## src/rtl/instr_fetch.sv

```systemverilog
// instr_fetch: single-outstanding instruction fetch unit with redirect flush,
// misaligned-target detection and response timeout recovery.
module instr_fetch #(
   parameter logic [31:0] RESET_PC     = 32'h0000_0000,
   parameter int unsigned IMEM_MAX_LAT = 4
) (
   input  logic        clk,
   input  logic        rst_n,
   output logic        imem_req,
   output logic [31:0] imem_addr,
   input  logic        imem_rvalid,
   input  logic [31:0] imem_rdata,
   input  logic        redirect,
   input  logic [31:0] redirect_target,
   output logic        instr_valid,
   output logic [31:0] instr,
   output logic [31:0] instr_pc,
   input  logic        instr_ready,
   output logic        fetch_err
);

   localparam int unsigned XLEN  = 32;
   localparam int unsigned CNT_W = $clog2(IMEM_MAX_LAT + 2);
   localparam logic [XLEN-1:0] NOP = XLEN'(32'h0000_0013);

   typedef enum logic [1:0] {
      ST_RUN   = 2'd0,
      ST_WAIT  = 2'd1,
      ST_FLUSH = 2'd2
   } state_e;

   state_e            state_q, state_d;
   logic [XLEN-1:0]   fetch_pc_q, fetch_pc_d;
   logic [XLEN-1:0]   instr_q, instr_d;
   logic [XLEN-1:0]   instr_pc_q, instr_pc_d;
   logic              instr_valid_q, instr_valid_d;
   logic              fetch_err_q, fetch_err_d;
   logic [CNT_W-1:0]  cnt_q, cnt_d;

   logic              consume_c;
   logic              issue_c;
   logic              timeout_c;
   logic              load_c;
   logic              misalign_c;
   logic [XLEN-1:0]   target_c;

   // Shared decode: handshake, request issue, timeout, accepted response, redirect target
   always_comb begin
      consume_c  = instr_valid_q & instr_ready;
      issue_c    = rst_n & (state_q == ST_RUN) & ~redirect & (~instr_valid_q | consume_c);
      timeout_c  = (state_q != ST_RUN) & ~imem_rvalid & (cnt_q >= CNT_W'(IMEM_MAX_LAT));
      load_c     = (state_q == ST_WAIT) & imem_rvalid & ~redirect;
      misalign_c = redirect & (redirect_target[1:0] != 2'b00);
      target_c   = {redirect_target[XLEN-1:2], 2'b00};
   end

   // FSM state register
   always_ff @(posedge clk) begin
      if (!rst_n) begin
         state_q <= ST_RUN;
      end else begin
         state_q <= state_d;
      end
   end

   // FSM next state; a response racing a redirect is dropped and the fetch restarts in RUN
   always_comb begin
      state_d = state_q;
      case (state_q)
         ST_RUN: begin
            if (issue_c) state_d = ST_WAIT;
         end
         ST_WAIT: begin
            if (redirect) begin
               state_d = imem_rvalid ? ST_RUN : ST_FLUSH;
            end else if (imem_rvalid || timeout_c) begin
               state_d = ST_RUN;
            end
         end
         ST_FLUSH: begin
            if (imem_rvalid || timeout_c) state_d = ST_RUN;
         end
         default: state_d = ST_RUN;
      endcase
   end

   // FSM outputs: request strobe plus next values of the fetch/output registers
   always_comb begin
      imem_req      = issue_c;
      imem_addr     = issue_c ? fetch_pc_q : '0;
      fetch_pc_d    = fetch_pc_q;
      instr_d       = instr_q;
      instr_pc_d    = instr_pc_q;
      instr_valid_d = instr_valid_q;
      fetch_err_d   = fetch_err_q | misalign_c | timeout_c;
      cnt_d         = ((state_q == ST_RUN) || (state_d == ST_RUN)) ? '0 : cnt_q + CNT_W'(1);
      if (redirect) begin
         fetch_pc_d    = target_c;
         instr_valid_d = 1'b0;
      end else if (load_c) begin
         instr_d       = imem_rdata;
         instr_pc_d    = fetch_pc_q;
         instr_valid_d = 1'b1;
         fetch_pc_d    = fetch_pc_q + XLEN'(4);
      end else if (consume_c) begin
         instr_valid_d = 1'b0;
      end
   end

   // Fetch PC, output register, sticky error and age counter
   always_ff @(posedge clk) begin
      if (!rst_n) begin
         fetch_pc_q    <= RESET_PC;
         instr_q       <= NOP;
         instr_pc_q    <= '0;
         instr_valid_q <= 1'b0;
         fetch_err_q   <= 1'b0;
         cnt_q         <= '0;
      end else begin
         fetch_pc_q    <= fetch_pc_d;
         instr_q       <= instr_d;
         instr_pc_q    <= instr_pc_d;
         instr_valid_q <= instr_valid_d;
         fetch_err_q   <= fetch_err_d;
         cnt_q         <= cnt_d;
      end
   end

   assign instr_valid = instr_valid_q;
   assign instr       = instr_q;
   assign instr_pc    = instr_pc_q;
   assign fetch_err   = fetch_err_q;

endmodule
```

## config.mk

```make
export PLATFORM = sky130hd
export DESIGN_NAME = instr_fetch
export DESIGN_NICKNAME = d
export VERILOG_FILES = /design/src/rtl/instr_fetch.sv
export SDC_FILE = /design/constraint.sdc
export NUM_CORES = 1
export LEC_CHECK = 0
export CORE_ASPECT_RATIO = 0.6
export CORE_MARGIN = 2
export CORE_UTILIZATION = 40
export DETAILED_ROUTE_END_ITERATION = 10
export PLACE_DENSITY = 0.81
export SLEW_MARGIN = 25
export SYNTH_ARGS = -nofsm -noshare
export SYNTH_HDL_FRONTEND = slang
export SYNTH_SLANG_ARGS = --single-unit
```

## constraint.sdc

```tcl
create_clock -name clk -period 1.7 [get_ports clk]
set_input_delay 0.34 -clock clk [delete_from_list [all_inputs] [get_ports clk]]
set_output_delay 0.34 -clock clk [all_outputs]
set_load 0.02 [all_outputs]
```

==> run_results.csv <==
group,metric,value,unit
synthesis,synth_area,4470,um^2
detailed_routing,met1_length,7300,um
placed_design,gp_congestion,0.881,
finish,drive_above_1_share,0.264,
timing,finalCritPeriodShare,1.15,
setup_path,endpoint_kind,"flip-flop",
grt,grt_first_pass_wirelength,25800,um
timing,slew_headroom,0.587,
floorplan,die_w,140,um
timing,finalSetupViolCount,55,
synthesis,ys.flop_type,"dfxtp_1",
detailed_routing,avgViaCountPerCell,5.60,
pwr,pwr_density_cell,709,nW/um^2
synthesis,synth_edf_count,0,
finish,antenna_cells,0,
cts,path_clk_slew,0.07,ns
synthesis,synth_cell_type_count,45,
pwr,power.leakage,2.95,nW
grt,grt_pass1_vias,5027,
setup_path,cp-start-kind,"flip-flop",
floorplan,die_h,85.9,um
status,failed_checks,"negative setup slack",
synthesis,synth_top_area_frac,0.444,
detailed_routing,dr.pass1.iters,5,
cts,cts_tree,"yes",
floorplan,initial_utilization,0.417,
placed_design,place_ws,-0.782,ns
detailed_routing,routed-wl-met3,1570,um
cts,clk_path_buf_depth,2,
finish,finalNonFillerCells,927,
synthesis,synth_mux_area_frac,0.00224,
synthesis,avgSynthCellArea,7.89,um^2
synthesis,ys_async_sr_fraction,0,
cts,clkSinkCount,99,
pwr,peakVddDrop,0.509,mV
detailed_routing,drtIter0Drc,510,
setup_path,path_class,"reg -> reg",
synthesis,synth_top_family_by_area,"simple AND/OR/NAND/NOR gates",
synthesis,synth_top_area_cell,"dfxtp_1",
status,status,"complete, but fails checks",
timing,max_freq,514,MHz
detailed_routing,drc,0,
run,cap_violations,0,
synthesis,yosys-top-cells-count,"137 x nand2_1, 99 x dfxtp_1, 63 x a21oi_1",
placed_design,place_area,6680,um^2
setup_path,cp_data_required_time,1.97,ns
setup_path,path_max_fanout,5,
timing,fin_skew,0.00789,ns
timing,grt_setup_unrepaired,"true",
detailed_routing,num_vias,5195,
grt,gr-total-overflow,0,
synthesis,syn_inst,566,
detailed_routing,wl_met2,8020,um
synthesis,ys_ff_latch,99,
placed_design,placed_cells,891,
cts,holdBufCountCts,0,
detailed_routing,ant_nets,0,
synthesis,synthSimpleGateAreaFrac,0.306,
timing,fin_setup_tns,-8.20,ns
synthesis,yosysWarnings,0,
cts,h-tree-depth,3,
detailed_routing,routed_wl,17300,um
placed_design,port_buffers,163,
grt,grt_usage,0.271,
floorplan,pin_count,168,
finish,synthToLayoutAreaGrowth,69.6,%
timing,drv_slew,0,
detailed_routing,top_layer_used,"met4",
placed_design,dp_hpwl,10900,um
detailed_routing,wire_per_inst,18.6,um
grt,antenna_found_initial,0,
timing,tightest_slew,0.620,ns
timing,period_needed,1.95,ns
synthesis,synthTopCellsByArea,"dfxtp_1 44%, nand2_1 12%, a21oi_1 7.1%, and2_1 4.6%, o21ai_0 3.5%",
timing,hold_viol,0,
synthesis,synth_adder_area_share,0.00560,
timing,worst_slack,-0.247,ns
floorplan,core,10700,um^2
setup_path,critPathArrivalTime,2.22,ns
worst_hold_path,hp-class,"in -> reg",
synthesis,synth-seq-area-share,0.444,
synthesis,yosysMostFrequentCell,"nand2_1",
finish,nets,854,
floorplan,dieArea,12100,um^2
cts,root_buffer,"clkbuf_16",
cts,cts-buffers-inserted,9,
synthesis,synth_compound_area_frac,0.178,
cts,clk_latency,0.35,ns
finish,stdcell_area,7570,um^2
timing,holdWs,0.421,ns
synthesis,synth_xor_area_frac,0.0137,
floorplan,core.rowCount,29,
grt,grt_max_degree,54,
## logic make-up after synthesis
logic type,Yosys count
other,1
AND/OR/NAND/NOR,267
XOR/XNOR,7
multiplexers,1
AO/OA/AOI/OAI,139
buffers and inverters,50
adder cells (fa/ha/maj),2
flip-flops,99
## placed cells by master, fill, tap and decap left out, types with 4 or more instances in the layout
cell | netlist | layout
and2_4 | 0 | 30
dlymetal6s2s_1 | 0 | 7
and4_1 | 7 | 4
dfxtp_2 | 0 | 4
o31ai_1 | 10 | 9
or4_4 | 0 | 7
inv_1 | 5 | 5
a31oi_1 | 18 | 17
buf_6 | 2 | 42
nor2_1 | 12 | 10
clkbuf_16 | 0 | 9
clkdlybuf4s50_1 | 0 | 120
nand3_1 | 17 | 13
nand2_1 | 137 | 135
dfxtp_1 | 99 | 94
dlygate4sd2_1 | 0 | 5
nand3_2 | 0 | 4
nand4_1 | 9 | 9
o21ai_0 | 31 | 30
a21oi_1 | 63 | 61
conb_1 | 1 | 4
or4_1 | 16 | 9
buf_12 | 0 | 11
buf_4 | 4 | 57
o211ai_1 | 4 | 4
and3_1 | 7 | 5
or3_1 | 8 | 6
## stage by stage
step	power [mW]	util
2_1_floorplan	2.79	-
3_3_place_gp	3.20	0.624
3_5_place_dp	3.22	0.624
4_1_cts	5.35	0.687
5_1_grt	5.56	0.708
6_report	5.37	0.708
## critical path, stage by stage (launching register included)
cell and delay, ns:
dfxtp_4 0.36, buf_6 0.12, buf_6 0.12, nand3b_4 0.18, or4_4 0.43, or4_4 0.51, a31oi_4 0.17
## per-layer routing
layer  global-route usage  vias to the layer above
li1                     -                     2415
met3               0.0754                       43
met2                0.443                      296
met4               0.0937                        0
met1                0.350                     2441
met5                    0                        -
## final cells by class
cell class	instances	area (um^2)
clock buffers	10	229
repair buffers	245	2510
multi-input cells	421	2580
clock inverters	6	65.1
fillers	774	3130
inverters	7	26.3
well taps	139	174
flip-flops and latches	99	1990
## state kept, by name (all words and copies together) (netlist names)
signal       count
cnt_q            3
fetch_err        1
fetch_pc_q      30
instr           32
instr_pc        30
instr_valid      1
state_q          2
## what timing repair did
action,4_1_cts,5_1_grt
resized for setup,243,53
cloned,3,1
setup endpoints to repair,54,64
setup buffers,9,9
pin swaps,22,40
## power breakdown
group / total, mW / switching, mW / leakage, nW / internal (mW)
logic: 0.845 / 0.396 / 2.00 / 0.449
clock network: 2.05 / 0.904 / 0.143 / 1.14
registers: 2.48 / 0.0856 / 0.809 / 2.39
total: 5.37 / 1.39 / 2.95 / 3.98
## worst paths after layout
kind              slack [ns]              to         from  depth (start not counted)
hold reg to reg         0.44        cnt_q[0]     cnt_q[0]                          1
hold / removal          0.42     instr_valid  instr_ready                          3
setup reg to reg       -0.25  fetch_pc_q[28]   state_q[1]                          6
setup / recovery       -0.25  fetch_pc_q[28]   state_q[1]                          6
Note: power is estimated with default switching activity, not from simulation.
